File: config.mk
export PLATFORM = sky130hd
export DESIGN_NAME = score_window_loader
export DESIGN_NICKNAME = d
export VERILOG_FILES = /design/src/rtl/score_window_loader.sv
export SDC_FILE = /design/constraint.sdc
export NUM_CORES = 1
export LEC_CHECK = 0
export CORE_MARGIN = 5
export CORE_UTILIZATION = 40
export CTS_CLUSTER_SIZE = 12
export DETAILED_ROUTE_END_ITERATION = 10
export PLACE_DENSITY = 0.73
export SLEW_MARGIN = 30
export SYNTH_ARGS = -nofsm -noshare
export SYNTH_HDL_FRONTEND = slang
export SYNTH_SLANG_ARGS = --single-unit
File: constraint.sdc
create_clock -name clk_i -period 5 [get_ports clk_i]
set_clock_uncertainty 0.15 [all_clocks]
set_input_delay 1.25 -clock clk_i [delete_from_list [all_inputs] [get_ports clk_i]]
set_output_delay 1.25 -clock clk_i [all_outputs]
set_load 0.02 [all_outputs]
File: src/rtl/score_window_loader.sv
// score_window_loader: streams a song's note codes from a score ROM into a
// DEPTH-slot look-ahead window, advancing one note per beat.
//
// Ports
//   clk_i           rising-edge clock
//   rst_ni          asynchronous active-low reset
//   start_i         begin a song (accepted only in IDLE or DONE)
//   song_sel_i      song index, latched on an accepted start
//   tempo_period_i  clocks per beat, latched on an accepted start (min 2)
//   pause_i         freezes playback while high in PLAY/PAUSED
//   loop_en_i       restart the song at offset 0 when it ends
//   rom_addr_o      {latched song, note offset} to the score ROM
//   rom_data_i      ROM note, valid one clock after rom_addr_o changes
//   window_o        slot 0 (current note) in the low bits, newest slot on top
//   beat_o          one-clock pulse on every beat in PLAY/DRAIN
//   playing_o       high in PRIME, PLAY, PAUSED, DRAIN
//   done_o          high in DONE
//   note_index_o    current ROM note offset
module score_window_loader #(
    parameter int                NOTE_W   = 4,
    parameter int                DEPTH    = 16,
    parameter int                SONG_W   = 2,
    parameter int                OFF_W    = 7,
    parameter int                TEMPO_W  = 26,
    parameter logic [NOTE_W-1:0] END_CODE = '1
) (
    input  logic                      clk_i,
    input  logic                      rst_ni,
    input  logic                      start_i,
    input  logic [SONG_W-1:0]         song_sel_i,
    input  logic [TEMPO_W-1:0]        tempo_period_i,
    input  logic                      pause_i,
    input  logic                      loop_en_i,
    output logic [SONG_W+OFF_W-1:0]   rom_addr_o,
    input  logic [NOTE_W-1:0]         rom_data_i,
    output logic [DEPTH*NOTE_W-1:0]   window_o,
    output logic                      beat_o,
    output logic                      playing_o,
    output logic                      done_o,
    output logic [OFF_W-1:0]          note_index_o
);
    localparam int DW = DEPTH * NOTE_W;
    localparam int PW = $clog2(2 * DEPTH);
    localparam logic [PW-1:0] PRIME_LAST = PW'(2 * DEPTH - 1);
    localparam logic [PW-1:0] DRAIN_LAST = PW'(DEPTH - 1);

    typedef enum logic [2:0] {
        S_IDLE,
        S_PRIME,
        S_PLAY,
        S_PAUSED,
        S_DRAIN,
        S_DONE
    } state_t;

    state_t              state_q, state_d;
    logic [SONG_W-1:0]   song_q, song_d;
    logic [TEMPO_W-1:0]  tempo_q, tempo_d;
    logic [TEMPO_W-1:0]  cnt_q, cnt_d;
    logic [OFF_W-1:0]    off_q, off_d;
    logic [PW-1:0]       pcnt_q, pcnt_d;
    logic                ended_q, ended_d;
    logic [DW-1:0]       win_q, win_d;
    logic                beat_q, beat_d;

    logic                is_end_code;
    logic                song_end;
    logic [NOTE_W-1:0]   note_in;
    logic                beat_due;
    logic [TEMPO_W-1:0]  cnt_next;
    logic [DW-1:0]       win_note;
    logic [DW-1:0]       win_rest;

    // The last ROM offset counts as an end marker so the offset never wraps silently.
    assign is_end_code = rom_data_i == END_CODE;
    assign song_end    = is_end_code || (off_q == '1);
    assign note_in     = is_end_code ? '0 : rom_data_i;
    assign beat_due    = cnt_q == tempo_q - TEMPO_W'(1);
    assign cnt_next    = beat_due ? '0 : cnt_q + TEMPO_W'(1);
    assign win_note    = {note_in, win_q[DW-1:NOTE_W]};
    assign win_rest    = {{NOTE_W{1'b0}}, win_q[DW-1:NOTE_W]};

    always_comb begin
        state_d = state_q;
        song_d  = song_q;
        tempo_d = tempo_q;
        cnt_d   = cnt_q;
        off_d   = off_q;
        pcnt_d  = pcnt_q;
        ended_d = ended_q;
        win_d   = win_q;
        beat_d  = 1'b0;
        case (state_q)
            S_IDLE, S_DONE: begin
                if (start_i) begin
                    state_d = S_PRIME;
                    song_d  = song_sel_i;
                    tempo_d = (tempo_period_i < TEMPO_W'(2)) ? TEMPO_W'(2) : tempo_period_i;
                    cnt_d   = '0;
                    off_d   = '0;
                    pcnt_d  = '0;
                    ended_d = 1'b0;
                    win_d   = '0;
                end
            end
            S_PRIME: begin
                // Even pcnt values present the address, odd values capture the note.
                pcnt_d = pcnt_q + PW'(1);
                if (pcnt_q[0]) begin
                    win_d = ended_q ? win_rest : win_note;
                    if (!ended_q && song_end && !loop_en_i)
                        ended_d = 1'b1;
                    else if (!ended_q)
                        off_d = song_end ? '0 : off_q + OFF_W'(1);
                    if (pcnt_q == PRIME_LAST) begin
                        state_d = ended_d ? S_DRAIN : S_PLAY;
                        pcnt_d  = '0;
                        cnt_d   = '0;
                    end
                end
            end
            S_PLAY: begin
                // A beat on the same clock as pause still completes.
                cnt_d = cnt_next;
                if (pause_i)
                    state_d = S_PAUSED;
                if (beat_due) begin
                    beat_d = 1'b1;
                    win_d  = win_note;
                    off_d  = song_end ? '0 : off_q + OFF_W'(1);
                    if (song_end && !loop_en_i) begin
                        off_d   = off_q;
                        pcnt_d  = '0;
                        state_d = S_DRAIN;
                    end
                end
            end
            S_PAUSED: begin
                if (!pause_i)
                    state_d = S_PLAY;
            end
            S_DRAIN: begin
                cnt_d = cnt_next;
                if (beat_due) begin
                    beat_d = 1'b1;
                    win_d  = win_rest;
                    pcnt_d = pcnt_q + PW'(1);
                    if (pcnt_q == DRAIN_LAST)
                        state_d = S_DONE;
                end
            end
            default: state_d = S_IDLE;
        endcase
    end

    always_ff @(posedge clk_i or negedge rst_ni) begin
        if (!rst_ni) begin
            state_q <= S_IDLE;
            song_q  <= '0;
            tempo_q <= '0;
            cnt_q   <= '0;
            off_q   <= '0;
            pcnt_q  <= '0;
            ended_q <= 1'b0;
            win_q   <= '0;
            beat_q  <= 1'b0;
        end else begin
            state_q <= state_d;
            song_q  <= song_d;
            tempo_q <= tempo_d;
            cnt_q   <= cnt_d;
            off_q   <= off_d;
            pcnt_q  <= pcnt_d;
            ended_q <= ended_d;
            win_q   <= win_d;
            beat_q  <= beat_d;
        end
    end

    assign rom_addr_o   = {song_q, off_q};
    assign window_o     = win_q;
    assign beat_o       = beat_q;
    assign playing_o    = (state_q == S_PRIME) || (state_q == S_PLAY) ||
                          (state_q == S_PAUSED) || (state_q == S_DRAIN);
    assign done_o       = state_q == S_DONE;
    assign note_index_o = off_q;

endmodule

# Word-level counts from Yosys, hierarchy flattened
# Index checks and enable logic that the tools add are counted.
# W data, S select, Z words.
# word_totals
ff_bits,135
inputBits,37
output_inout_bits,83
elab_cells,105
# op_classes
n_addsub,4
order_cmp,1
n_eq_ne,21
muxes,47
n_reduce_logical,23
# op_table
op,count
$mux W64,5
$pmux W64 S4,1
$mux W26,5
$pmux W26 S3,1
$mux W7,7
$mux W3,10
$mux W5,6
$add A26 B1 Y26 const B,1
$eq A26 B26 Y1,1
$lt A26 B2 Y1 const B,1
$sub A26 B1 Y26 const B,1
$ne A2 B2 Y1 const B,11
$pmux W7 S3,1
$pmux W5 S4,1
$pmux W3 S5,1
$reduce_and A5 Y1,2
$add A7 B1 Y7 const B,1
$eq A7 B7 Y1 const B,1
$mux W1,7
$reduce_and A7 Y1,1
$eq A3 B2 Y1 const B,2
$eq A3 B3 Y1 const B,2
$reduce_and A6 Y1,1
$reduce_bool A3 Y1,2
17 further kinds,24

# Longest topological paths before layout
# depth
depth_word,11
mapped_depth,14

# Least setup slack after synthesis
# No wires, ideal clock.
# synth_path
path_kind,flip-flop to flip-flop
startpoint,register tempo_q[0]
endpoint,register cnt_q[1]
arrival_time_ps,3414
slack_ps,1315
path_stages_with_launch,14
n_path_buf,3
path_cell_list,dfrtp_1 -> inv_1 -> ha_1 -> or3b_2 -> or3_1 -> clkbuf_1 -> or4_1 -> a2111oi_0 -> and4b_1 -> and4_1 -> buf_2 -> nor2_1 -> buf_2 -> a22o_1
# synth_via
elab_chain_cells,4
# synth_rtl
item,line,source
start: declaration,58,"logic [TEMPO_W-1:0] tempo_q, tempo_d;"
start signal: assignment,170,tempo_q <= tempo_d;
$sub A26 B1 Y26,78,assign beat_due = cnt_q == tempo_q - TEMPO_W'(1);
$eq A26 B26 Y1,78,
$mux W26,79,assign cnt_next = beat_due ? '0 : cnt_q + TEMPO_W'(1);
$pmux W26 S3,93,case (state_q)
end signal: assignment,171,cnt_q <= cnt_d;
end: declaration,59,"logic [TEMPO_W-1:0] cnt_q, cnt_d;"
# No other way between the ends.
# A chain may end at the register's enable or synchronous reset.

# Worst setup path after layout
# layout_path
startpoint,register tempo_q[0]
endpoint,register cnt_q[19]
# Same word-level chain as after synthesis.

==> impl_metrics.csv <==
group,metric,value,unit
clock_network,cts_inserted_buffers,17,
clock_network,cts.sinks,135,
critical_path,crit_cells,10,
placement,hpwl,12100,um
logic_synthesis,synth_seq_area_share,0.474,
critical_path,crit_fanout,21,
final_layout,final_cell_mix,"135 x dfrtp_1, 118 x clkdlybuf4s50_1, 68 x a22o_1",
drt,drtIter0Drc,535,
final_layout,final_common_cell,"dfrtp_1",
logic_synthesis,yosysWarningCount,0,
clock_network,hold_buffers,0,
global_route,grt_pass1_vias,5524,
critical_path,worstReg2RegStart,"tempo_q[0]$_DFFE_PN0P_",
clock_network,worstSkewPairLatency,0.42,ns
placement,routabilityCongestion,0.906,
drt,dr.pass1.iters,5,
logic_synthesis,synth_top_family_by_area,"compound AO/OA/AOI/OAI gates",
logic_synthesis,ys_seq_elements,135,
logic_synthesis,synthXorXnorAreaFrac,0.0356,
clock_network,root_buffer,"clkbuf_16",
sta,setup_violations,0,
clock_network,cts_setup_buffers,0,
final_layout,layout.nets,833,
critical_path,start_kind,"flop",
drt,drc,0,
drt,vias_per_cell,5.75,
global_route,grt_max_degree,87,
critical_path,crit_path_top_delay_cell,"or2_1",
sta,slew_viol_final,0,
logic_synthesis,synth_edf_count,0,
sta,timing.fmax,238,MHz
critical_path,r2r_end,"cnt_q[19]$_DFFE_PN0P_",
floorplan,coreArea,17400,um2
clock_network,htree_levels,4,
sta,period_share,0.840,
logic_synthesis,syn_inst,698,
logic_synthesis,synth_cell_types,65,
logic_synthesis,synth_mux_area_frac,0.0551,
floorplan,start_util,0.410,
outcome,status,"finished clean",
worst_hold_path,hold_path.class,"reg -> reg",
sta,timing.hold.ws,0.359,ns
clock_network,cts_tree,"built",
sta,min_period,4.20,ns
floorplan,io_pins,120,
power_and_ir_drop,design_power_total,4.79,mW
critical_path,critPathCapture,"cnt_q[19]$_DFFE_PN0P_",
floorplan,die_y,144,um
logic_synthesis,synth_compound_area_frac,0.193,
power_and_ir_drop,powerDensity,533,nW/um2
sta,rsz0062_at_grt,"false",
drt,totalWireLength,17300,um
logic_synthesis,syn_area_per_cell,10.2,um2
logic_synthesis,syn_nets,741,
floorplan,rows,48,
critical_path,rrSetupSlack,0.80,ns
global_route,grt_first_pass_wirelength,28600,um
critical_path,path_cells,"inv_1, ha_1, or3b_2, or3_1, or4_1, a2111oi_0, and4b_1, and4_1, or2_1, o311ai_0",
sta,setup_tns,0,ns
critical_path,cp-startpoint,"tempo_q[0]$_DFFE_PN0P_",
critical_path,arrival,4.31,ns
floorplan,die_w,144,um
clock_network,path_clk_slew,0.06,ns
sta,hold_viol,0,
critical_path,end_kind,"flop",
logic_synthesis,synth-simple-area-share,0.175,
final_layout,area_growth,25.9,%
critical_path,max_stage_delay,0.56,ns
critical_path,critical_path_class,"reg -> reg",
logic_synthesis,synth_top_flop_cell,"dfrtp_1",
global_route,antenna_found_initial,0,
final_layout,n_antenna_cell,0,
logic_synthesis,synth.cell_area,7130,um2
logic_synthesis,synth_adder_area_share,0.0105,
critical_path,reg2reg_depth,10,
floorplan,die_area,20600,um2
drt,ant_nets,0,
sta,relSlewSlack,0.391,
drt,vias,5909,
final_layout,drive_gt1_frac,0.108,
logic_synthesis,synth_async_sr_flop_share,1.00,
power_and_ir_drop,peakVddDrop,0.376,mV
placement,portBuffers,119,
global_route,overflow,0,
critical_path,cp.required,5.11,ns
power_and_ir_drop,power.leakage,3.65,nW
global_route,grt_use_total,0.171,
drt,wl_per_cell,16.8,um
critical_path,cp_num_buf_inv,1,
critical_path,cp_top_family,"simple AND/OR/NAND/NOR gates",
clock_network,cts_resized,0,
clock_network,clockBufferDepth,2,
sta,worst_pin_slew,0.910,ns
run,drv_cap,0,
==> layer usage <==
| metal | routed length, um | vias to the layer above | global-route usage |
|---|---|---|---|
| met5 | 0 | - | 0 |
| met4 | 237 | 0 | 0.0505 |
| met3 | 895 | 20 | 0.0363 |
| met2 | 7930 | 173 | 0.255 |
| met1 | 8220 | 2899 | 0.250 |
| li1 | - | 2817 | - |
==> worst reg2reg max path: cells and delay by family (launching register included) <==
family	cells	cell delay, ns
AO/OA/AOI/OAI	2	0.63
AND/OR/NAND/NOR	6	2.51
adder cells (fa/ha/maj)	1	0.24
flip-flops	1	0.41
buffers and inverters	1	0.09
==> Yosys cell counts, types with 2 or more instances <==
| master | number | area share |
|---|---|---|
| a2111oi_0 | 3 | 0.0037 |
| a211oi_1 | 2 | 0.0021 |
| a21o_1 | 2 | 0.0021 |
| a21oi_1 | 19 | 0.013 |
| a22o_1 | 68 | 0.083 |
| a31oi_1 | 6 | 0.0053 |
| a32oi_1 | 2 | 0.0025 |
| a41oi_1 | 2 | 0.0025 |
| and3_1 | 7 | 0.0061 |
| and4_1 | 3 | 0.0037 |
| buf_2 | 7 | 0.0049 |
| buf_4 | 8 | 0.0084 |
| buf_6 | 13 | 0.021 |
| clkbuf_1 | 25 | 0.013 |
| dfrtp_1 | 135 | 0.47 |
| ha_1 | 6 | 0.011 |
| inv_1 | 17 | 0.0089 |
| mux2_2 | 26 | 0.041 |
| mux2i_1 | 10 | 0.014 |
| nand2_1 | 53 | 0.028 |
| nand2b_1 | 4 | 0.0035 |
| nand3_1 | 37 | 0.026 |
| nand3b_1 | 2 | 0.0021 |
| nand4_1 | 5 | 0.0044 |
| nor2_1 | 45 | 0.024 |
| nor2b_1 | 2 | 0.0018 |
| nor3_1 | 20 | 0.014 |
| nor3b_1 | 2 | 0.0021 |
| nor4_1 | 15 | 0.013 |
| o211ai_1 | 2 | 0.0021 |
| o21a_1 | 3 | 0.0032 |
| o21ai_0 | 29 | 0.020 |
| o2bb2ai_1 | 2 | 0.0025 |
| o311a_1 | 2 | 0.0028 |
| o311ai_0 | 14 | 0.017 |
| o31ai_1 | 12 | 0.013 |
| o32ai_1 | 2 | 0.0025 |
| or2_2 | 8 | 0.0070 |
| or3_1 | 14 | 0.012 |
| or3b_2 | 3 | 0.0037 |
| or4_1 | 9 | 0.0095 |
| or4b_2 | 2 | 0.0028 |
| xnor2_1 | 16 | 0.020 |
| xor2_1 | 13 | 0.016 |
==> flip-flops by register name (all words and copies together), names as in the netlist <==
name / count
window_o: 64
cnt_q: 26
tempo_q: 26
note_index_o: 7
pcnt_q: 5
state_q: 3
song_q: 2
beat_o: 1
ended_q: 1
==> where the power goes <==
| group | switching (mW) | leakage [nW] | internal [mW] |
|---|---|---|---|
| combinational | 0.956 | 1.59 | 0.768 |
| clock | 0.557 | 0.291 | 0.718 |
| sequential | 0.437 | 1.77 | 1.35 |
| total | 1.95 | 3.65 | 2.84 |
==> area by class of cell <==
cell class | instances | area (um2)
repair buffers | 126 | 1280
inverters | 18 | 67.6
clock buffers | 17 | 425
multi-input cells | 492 | 3370
fillers | 1543 | 8440
clock inverters | 15 | 175
flip-flops and latches | 135 | 3380
well taps | 225 | 282
==> worst min path at each step <==
stage,start,endpoint,cells after the start
after floorplan,pcnt_q[1]$_DFFE_PN0P_,pcnt_q[1]$_DFFE_PN0P_,1
after global placement,window_o[3]$_DFFE_PN0P_,window_o[3]$_DFFE_PN0P_,1
after detailed placement,window_o[2]$_DFFE_PN0P_,window_o[2]$_DFFE_PN0P_,1
after CTS,song_q[0]$_DFFE_PN0P_,song_q[0]$_DFFE_PN0P_,1
after global routing,window_o[2]$_DFFE_PN0P_,window_o[2]$_DFFE_PN0P_,1
final,song_q[0]$_DFFE_PN0P_,song_q[0]$_DFFE_PN0P_,1
==> cell families (layout without fill, tap and decap cells) <==
kind of cell,Yosys count,after routing
compound gates,182,182
buf+inv,71,176
flops,135,135
simple gates,239,239
mux,36,36
xor+xnor,29,29
fa+ha+maj,6,6
==> through the flow <==
step,util,cell area [um2],setup slack [ns],cells
5_1_grt,0.516,8980,0.491,1028
4_1_cts,0.516,8980,0.841,1028
3_5_place_dp,0.481,8380,0.865,996
3_3_place_gp,0.481,8380,0.925,996
2_1_floorplan,-,7130,1.32,698
6_report,0.516,8980,0.802,1028
Note: power is estimated with default switching activity, not from simulation.
